==> src/rtl/divider_32_pkg.sv <==
// Shared constants, FSM encoding and the 32-bit two's-complement negator
// used by the signed divider.
package divider_32_pkg;

    localparam int unsigned DIV_WIDTH = 32;
    localparam int unsigned DIV_ITERS = 32;
    localparam logic [DIV_WIDTH-1:0] MOST_NEG = 32'h8000_0000;

    typedef enum logic [1:0] {
        StIdle = 2'd0,
        StRun  = 2'd1,
        StDone = 2'd2
    } div_state_e;

    // Negating MOST_NEG yields 0x80000000, which callers read as the unsigned magnitude 2^31.
    function automatic logic [DIV_WIDTH-1:0] negate32(input logic [DIV_WIDTH-1:0] x);
        return ~x + DIV_WIDTH'(1);
    endfunction

endpackage

==> src/rtl/div_step_32.sv <==
// One combinational restoring-division step on unsigned magnitudes:
// shift {R,Q} left, trial-subtract |B| on a 33-bit path, keep or restore.
module div_step_32
    import divider_32_pkg::*;
(
    input  logic [DIV_WIDTH-1:0] rem_in,
    input  logic [DIV_WIDTH-1:0] quo_in,
    input  logic [DIV_WIDTH-1:0] divisor,
    output logic [DIV_WIDTH-1:0] rem_out,
    output logic [DIV_WIDTH-1:0] quo_out
);

    logic [DIV_WIDTH:0]   rem_shift;
    logic [DIV_WIDTH:0]   diff;
    logic [DIV_WIDTH-1:0] rem_restore;
    logic                 diff_neg;

    always_comb begin
        rem_shift   = {rem_in, quo_in[DIV_WIDTH-1]};
        rem_restore = {rem_in[DIV_WIDTH-2:0], quo_in[DIV_WIDTH-1]};
        diff        = rem_shift + {1'b1, ~divisor} + (DIV_WIDTH + 1)'(1);
        diff_neg    = diff[DIV_WIDTH];
        rem_out     = diff_neg ? rem_restore : diff[DIV_WIDTH-1:0];
        quo_out     = {quo_in[DIV_WIDTH-2:0], ~diff_neg};
    end

endmodule

==> src/rtl/divider_32.sv <==
// Signed 32-bit sequential divider: 32 restoring iterations on magnitudes,
// sign correction on the final edge, one-cycle completion strobe.
module divider_32
    import divider_32_pkg::*;
(
    input  logic                 clock,
    input  logic                 reset,
    input  logic                 ctrl_DIV,
    input  logic [DIV_WIDTH-1:0] data_operandA,
    input  logic [DIV_WIDTH-1:0] data_operandB,
    output logic [DIV_WIDTH-1:0] data_result,
    output logic [DIV_WIDTH-1:0] data_remainder,
    output logic                 data_exception,
    output logic                 data_resultRDY
);

    div_state_e           state_q, state_d;
    logic [5:0]           count_q, count_d;
    logic [DIV_WIDTH-1:0] rem_q, rem_d;
    logic [DIV_WIDTH-1:0] quo_q, quo_d;
    logic [DIV_WIDTH-1:0] bmag_q, bmag_d;
    logic                 q_sign_q, q_sign_d;
    logic                 r_sign_q, r_sign_d;
    logic                 exc_q, exc_d;
    logic [DIV_WIDTH-1:0] result_q, result_d;
    logic [DIV_WIDTH-1:0] remainder_q, remainder_d;
    logic                 exception_q, exception_d;
    logic                 rdy_q, rdy_d;

    logic [DIV_WIDTH-1:0] a_abs, b_abs;
    logic [DIV_WIDTH-1:0] step_rem, step_quo;

    assign a_abs = data_operandA[DIV_WIDTH-1] ? negate32(data_operandA) : data_operandA;
    assign b_abs = data_operandB[DIV_WIDTH-1] ? negate32(data_operandB) : data_operandB;

    div_step_32 u_step (
        .rem_in  (rem_q),
        .quo_in  (quo_q),
        .divisor (bmag_q),
        .rem_out (step_rem),
        .quo_out (step_quo)
    );

    always_comb begin
        state_d     = state_q;
        count_d     = count_q;
        rem_d       = rem_q;
        quo_d       = quo_q;
        bmag_d      = bmag_q;
        q_sign_d    = q_sign_q;
        r_sign_d    = r_sign_q;
        exc_d       = exc_q;
        result_d    = result_q;
        remainder_d = remainder_q;
        exception_d = exception_q;
        rdy_d       = 1'b0;

        unique case (state_q)
            StIdle: begin
                if (ctrl_DIV) begin
                    quo_d    = a_abs;
                    rem_d    = '0;
                    bmag_d   = b_abs;
                    q_sign_d = data_operandA[DIV_WIDTH-1] ^ data_operandB[DIV_WIDTH-1];
                    r_sign_d = data_operandA[DIV_WIDTH-1];
                    exc_d    = (data_operandB == '0) ||
                               ((data_operandA == MOST_NEG) && (data_operandB == '1));
                    count_d  = '0;
                    state_d  = StRun;
                end
            end
            StRun: begin
                // Exceptional operands bypass the iterations and complete on the first edge.
                if (exc_q) begin
                    result_d    = '0;
                    remainder_d = '0;
                    exception_d = 1'b1;
                    rdy_d       = 1'b1;
                    state_d     = StDone;
                end else if (count_q == 6'(DIV_ITERS)) begin
                    result_d    = q_sign_q ? negate32(quo_q) : quo_q;
                    remainder_d = r_sign_q ? negate32(rem_q) : rem_q;
                    exception_d = 1'b0;
                    rdy_d       = 1'b1;
                    state_d     = StDone;
                end else begin
                    rem_d   = step_rem;
                    quo_d   = step_quo;
                    count_d = count_q + 6'd1;
                end
            end
            StDone: begin
                count_d = '0;
                state_d = StIdle;
            end
            default: begin
                count_d = '0;
                state_d = StIdle;
            end
        endcase
    end

    always_ff @(posedge clock or posedge reset) begin
        if (reset) begin
            state_q     <= StIdle;
            count_q     <= '0;
            rem_q       <= '0;
            quo_q       <= '0;
            bmag_q      <= '0;
            q_sign_q    <= 1'b0;
            r_sign_q    <= 1'b0;
            exc_q       <= 1'b0;
            result_q    <= '0;
            remainder_q <= '0;
            exception_q <= 1'b0;
            rdy_q       <= 1'b0;
        end else begin
            state_q     <= state_d;
            count_q     <= count_d;
            rem_q       <= rem_d;
            quo_q       <= quo_d;
            bmag_q      <= bmag_d;
            q_sign_q    <= q_sign_d;
            r_sign_q    <= r_sign_d;
            exc_q       <= exc_d;
            result_q    <= result_d;
            remainder_q <= remainder_d;
            exception_q <= exception_d;
            rdy_q       <= rdy_d;
        end
    end

    assign data_result    = result_q;
    assign data_remainder = remainder_q;
    assign data_exception = exception_q;
    assign data_resultRDY = rdy_q;

endmodule
==> config.mk <==
export PLATFORM = sky130hd
export DESIGN_NAME = divider_32
export DESIGN_NICKNAME = d
export VERILOG_FILES = /design/src/rtl/divider_32_pkg.sv /design/src/rtl/div_step_32.sv /design/src/rtl/divider_32.sv
export SDC_FILE = /design/constraint.sdc
export NUM_CORES = 1
export LEC_CHECK = 0
export CAP_MARGIN = 0
export CORE_UTILIZATION = 55
export CTS_CLUSTER_SIZE = 28
export DETAILED_ROUTE_END_ITERATION = 8
export PLACE_DENSITY = 0.79
export SYNTH_ARGS = -nofsm -noshare
export SYNTH_HDL_FRONTEND = slang
export SYNTH_SLANG_ARGS = --single-unit
==> constraint.sdc <==
create_clock -name clock -period 9.14 [get_ports clock]
set_clock_uncertainty 0.05 [all_clocks]
set_input_delay 0.914 -clock clock [delete_from_list [all_inputs] [get_ports clock]]
set_output_delay 0.914 -clock clock [all_outputs]
set_load 0.02 [all_outputs]
; Word level (Yosys, flattened, before mapping)
; Cells that the tools add are included.
[totals]
register_bits = 173
inputBits = 67
output_inout_bits = 66
elab_cells = 75
[classes]
n_addsub = 7
eq_ne = 8
n_mux = 30
n_bitwise = 7
n_reduce_logical = 11
[op_table]
columns = operator, count
row1 = $mux W32, 15
row2 = $not A32 Y32, 5
row3 = $add A32 B1 Y32 const B, 4
row4 = $pmux W32 S2, 2
row5 = $eq A32 B32 Y1 const B, 2
row6 = $add A33 B1 Y33 const B, 1
row7 = $add A33 B33 Y33, 1
row8 = $logic_not A32 Y1, 1
row9 = $mux W6, 3
row10 = $pmux W6 S2, 1
row11 = $add A6 B1 Y6 const B, 1
row12 = $eq A6 B6 Y1 const B, 1
row13 = $mux W2, 3
row14 = $ne A2 B2 Y1 const B, 3
row15 = $reduce_and A2 Y1, 3
row16 = $mux W1, 5
row17 = $pmux W2 S2, 1
row18 = $reduce_and A4 Y1, 1
row19 = $reduce_bool A2 Y1, 2
row20 = $ne A3 B3 Y1 const B, 1
row21 = $reduce_and A3 Y1, 1
row22 = $eq A2 B1 Y1 const B, 1
row23 = $logic_not A2 Y1, 1
row24 = $logic_and A1 B1 Y1, 1
row25 = other kinds (3), 3

; Longest topological paths before layout
[logic_depth]
word_depth = 7
depth_mapped = 14
depth_no_buf = 12

; Cells and area by module
; Synthesis repeated with hierarchy kept, for this count alone.
[hier_totals]
cells_unflattened = 1435
hier_area_um2 = 12203.0
[modules_own_cells]
columns = mod, n_inst, cells_per_inst, area_each_um2, seq_area_each_um2
row1 = divider_32, 1, 1093, 9714.3, 4329.2
row2 = div_step_32, 1, 342, 2488.6, 0.0

; Worst setup path after synthesis
; OpenSTA, ideal clock, no wires.
[synth_path]
path_type = input to register
start = in data_operandA[17]
end = reg quo_q[30]
arrival_time_ns = 3.109
setup_slack_ns = 5.845
path_stages = 8
path_buffers = 0
cell_sequence = or4_1 or4_4 or4_1 nor2_1 nand2b_1 o41ai_2 xor2_1 a21oi_1
[synth_between]
elab_chain_cells = 5
[synth_lines]
columns = item, line
row1 = "start, declared", divider_32.sv:9  ; input logic [DIV_WIDTH-1:0] data_operandA,
row2 = $not A32 Y32, divider_32_pkg.sv:17  ; return ~x + DIV_WIDTH'(1);
row3 = $add A32 B1 Y32, divider_32_pkg.sv:17
row4 = $mux W32, divider_32.sv:33  ; assign a_abs = data_operandA[DIV_WIDTH-1] ? negate32(data_operandA) : data_operandA;
row5 = $mux W32, divider_32.sv:60  ; if (ctrl_DIV) begin
row6 = $pmux W32 S2, divider_32.sv:58  ; unique case (state_q)
row7 = "end signal, assigned", divider_32.sv:121  ; quo_q <= quo_d;
row8 = "end, declared", divider_32.sv:20  ; logic [DIV_WIDTH-1:0] quo_q, quo_d;
; No other way between the ends. The select of a mux whose other input is x is not followed.
; A chain may end at the register's enable or synchronous reset.

; Worst setup path after layout
[layout_path]
start = reg quo_q[31]
end = reg rem_q[0]
[layout_between]
elab_chain_cells = 6
[layout_lines]
columns = item, line
row1 = $add A33 B33 Y33, div_step_32.sv:21  ; diff = rem_shift + {1'b1, ~divisor} + (DIV_WIDTH + 1)'(1);
row2 = $add A33 B1 Y33, div_step_32.sv:21
row3 = $mux W32 (*), div_step_32.sv:23  ; rem_out = diff_neg ? rem_restore : diff[DIV_WIDTH-1:0];
row4 = $mux W32 (*), divider_32.sv:80  ; end else if (count_q == 6'(DIV_ITERS)) begin
row5 = $mux W32 (*), divider_32.sv:74  ; if (exc_q) begin
row6 = $pmux W32 S2 (*), divider_32.sv:58
row7 = "end signal, assigned", divider_32.sv:120  ; rem_q <= rem_d;
row8 = "end, declared", divider_32.sv:19  ; logic [DIV_WIDTH-1:0] rem_q, rem_d;
; Every way passes the cells marked *; elsewhere a longest branch is shown, timed or not. The select of a mux whose other input is x is not followed.

==> results.sh <==
export IMPL_crit_path_end_kind="flop"
export IMPL_diodes=0
export IMPL_route_vias_total=10100
export IMPL_rsz0062_at_grt="no"
export IMPL_start_util=0.561
export IMPL_yosysTopAreaCell="dfrtp_1"
export IMPL_power_density_nw_per_um2=394
export IMPL_yosys_area_share_simple=0.175
export IMPL_synth_ff_type="dfrtp_1"
export IMPL_worstPathRequired_ns=9.43
export IMPL_groute_usage_overall=0.277
export IMPL_seq_power_share=0.288
export IMPL_viasPerCell=5.93
export IMPL_start_kind="flop"
export IMPL_fin_crit_ns=4.25
export IMPL_synth_top_area_frac=0.381
export IMPL_postCtsSetupBuffers=0
export IMPL_violations="DRC"
export IMPL_p_int_mw=2.81
export IMPL_drtAntennaViolNets=0
export IMPL_fp_row_count=52
export IMPL_cp_common_cell="o21ai_0"
export IMPL_path_clk_slew_ns=0.06
export IMPL_status="finished, violations left"
export IMPL_clk_latency_ns=0.43
export IMPL_grt_max_degree=101
export IMPL_first_pass_iters=8
export IMPL_die_x_um=146
export IMPL_synth_avg_cell_area_sq_um=8.55
export IMPL_yosysWarnings=0
export IMPL_syn_inst=1328
export IMPL_synth_seq_area_share=0.381
export IMPL_cts_sinks=173
export IMPL_ys_ff_latch=173
export IMPL_cts_repair_resized=0
export IMPL_die_h_um=146
export IMPL_die_area_sq_um=21200
export IMPL_ctsLongestPathBuffers=2
export IMPL_finalCritPeriodShare=0.465
export IMPL_final_max_slew_viol_count=0
export IMPL_hold_path_class="flop to flop"
export IMPL_nNetsFinal=1520
export IMPL_overflow=0
export IMPL_async_flop_share=1.00
export IMPL_final_hold_viol_count=0
export IMPL_fin_hold_ws_ns=0.425
export IMPL_synth_edf_count=0
export IMPL_drive_gt1_frac=0.0484
export IMPL_dp_hpwl_um=20900
export IMPL_synth_nets=1435
export IMPL_synthDistinctLibCells=67
export IMPL_wl_um=28500
export IMPL_critPathArrivalTime_ns=4.53
export IMPL_dr_first_iter_drc_count=778
export IMPL_cts_buffers=17
export IMPL_antenna_found_initial=0
export IMPL_port_buffers=132
export IMPL_synth_compound_area_share=0.213
export IMPL_synth_top_family_by_area="compound AO/OA/AOI/OAI gates"
export IMPL_fmax_ghz=0.235
export IMPL_worstSetupPathType="flop to flop"
export IMPL_multi_input_area_sq_um=6570
export IMPL_crit_chain="inv_1 -> ha_1 -> fa_1 -> nand2b_1 -> a21oi_1 -> o21ai_0 -> o21ai_1 -> a31oi_1 -> or2_1 -> o311ai_4 -> buf_4 -> mux2_2 -> o21ai_0"
export IMPL_max_slew_margin=0.199
export IMPL_drc=1
export IMPL_peakVddDrop_uv=181
export IMPL_grt_pass1_vias=9312
export IMPL_coreArea_sq_um=20200
export IMPL_syn_to_final_growth_pct=18.0
export IMPL_synth_adder_area_share=0.0447
export IMPL_cts_hold_buf=0
export IMPL_max_stage_delay_ns=0.60
export IMPL_place_gp_congestion=0.912
export IMPL_netSwitchingFraction=0.468
export IMPL_slowest_stage="o311ai_4"
export IMPL_mostFrequentLayoutCell="nand2_1"
export IMPL_clkPwrFrac=0.135
export IMPL_fin_util=0.662
export IMPL_synth_xor_area_share=0.115
export IMPL_num_fill_cells=1690
export IMPL_power_leakage_nw=5.67
export IMPL_max_cap_violations=0
export IMPL_p_total_mw=5.29
export IMPL_setup_viol=0
export IMPL_io_pins=133
export IMPL_cts_tree="done"
export IMPL_seqCellArea_sq_um=4330
export IMPL_cp_max_fo=24
export IMPL_synth_area_sq_um=11400
export IMPL_routedWlPerCell_um=16.8
export IMPL_tns_ns=0
export IMPL_grt_pass1_wl_um=47600
export IMPL_worstMarginPinSlew_ns=1.20
export IMPL_p_sw_mw=2.47
export IMPL_cts_root_buffer="clkbuf_16"
export IMPL_synthMuxAreaShare=0.0275
export IMPL_cts_htree_levels=4
export IMPL_synthTopCellsByArea="dfrtp_1, xor2_1, o21ai_0, nand2_1, o31ai_1"
export IMPL_comb_power_share=0.577
export IMPL_layout_common_cells="nand2_1, o21ai_0, dfrtp_1, clkdlybuf4s50_1, xor2_1"
-- routing by layer --
layer  vias to the layer above  GRT usage  part of all wire
li1                       4888          -                 -
met1                      4807      0.427              0.50
met2                       344      0.407              0.43
met3                        22     0.0439             0.062
met4                         0     0.0637            0.0089
met5                         -          0                 0
-- final timing paths --
kind / end / slack, ns / depth (start not counted) / start
setup / recovery: rem_q[0]$_DFFE_PP0P_ / 4.89 / 13 / quo_q[31]$_DFFE_PP0P_
hold / removal: data_remainder[26]$_DFFE_PP0P_ / 0.43 / 2 / data_remainder[26]$_DFFE_PP0P_
setup reg to reg: rem_q[0]$_DFFE_PP0P_ / 4.89 / 13 / quo_q[31]$_DFFE_PP0P_
hold reg to reg: data_remainder[26]$_DFFE_PP0P_ / 0.43 / 2 / data_remainder[26]$_DFFE_PP0P_
max in group asynchronous: bmag_q[31]$_DFFE_PP0P_ / 6.93 / 3 / reset
min in group asynchronous: data_result[9]$_DFFE_PP0P_ / 0.87 / 2 / reset
-- worst max-delay path: cells and delay by family, from the launching register on --
family | cells | cell delay [ns]
compound gates | 6 | 1.65
fa+ha+maj | 2 | 0.62
buf+inv | 2 | 0.57
simple gates | 2 | 0.50
flops | 1 | 0.38
mux | 1 | 0.37
-- cells by family after synthesis --
logic type | Yosys count
multiplexers | 31
XOR/XNOR | 149
AND/OR/NAND/NOR | 419
AO/OA/AOI/OAI | 390
adder cells (fa/ha/maj) | 40
buffers and inverters | 126
flip-flops | 173
-- synth_stat cells (all sizes together) (2+ instances only) --
library cell  number
nand2            210
o21ai            181
dfrtp            173
xor2             118
o31ai             70
clkbuf            63
a21oi             60
nor2              59
inv               52
ha                39
xnor2             31
mux2i             29
nand2b            28
or3               24
nand3             21
o41ai             20
or4               17
nand4             16
nor3              15
a21o              11
buf               11
nor4              11
a31oi              8
nor2b              5
o21bai             5
o22ai              5
a211oi             4
o211ai             4
or2                4
nand3b             3
o21a               3
o221ai             3
o311ai             3
and2               2
mux2               2
-- per-stage QoR --
| stage | area, sq um | setup slack [ns] | cells |
|---|---|---|---|
| 2_1_floorplan | 11400 | 3.49 | 1328 |
| 3_3_place_gp | 12800 | 5.16 | 1664 |
| 3_5_place_dp | 12800 | 5.02 | 1664 |
| 4_1_cts | 13400 | 4.95 | 1696 |
| 5_1_grt | 13400 | 4.61 | 1696 |
| 6_report | 13400 | 4.89 | 1696 |
-- final cells by class --
type                    count  share of cell area
flip-flops and latches    173               0.323
clock buffers              22              0.0361
repair buffers            140               0.103
multi-input cells        1029               0.490
clock inverters            10             0.00765
inverters                  52              0.0149
well taps                 270              0.0252
-- registers in the layout, indices dropped and copies added, names as in the netlist --
register and count:
data_resultRDY 1, data_exception 1, bmag_q 32, quo_q 32
data_result 32, rem_q 32, state_q 2, q_sign_q 1
count_q 6, data_remainder 32, exc_q 1, r_sign_q 1
-- power by group through the flow --
stage | Sequential (mW) | Combinational (mW) | Clock [mW]
finish | 1.52 | 3.05 | 0.715
global route | 1.56 | 3.38 | 0.757
CTS | 1.51 | 3.02 | 0.726
detailed placement | 1.52 | 2.99 | 0
global placement | 1.49 | 2.93 | 0
floorplan | 1.45 | 2.23 | 0
No activity file was read; power rests on OpenSTA's default activity.
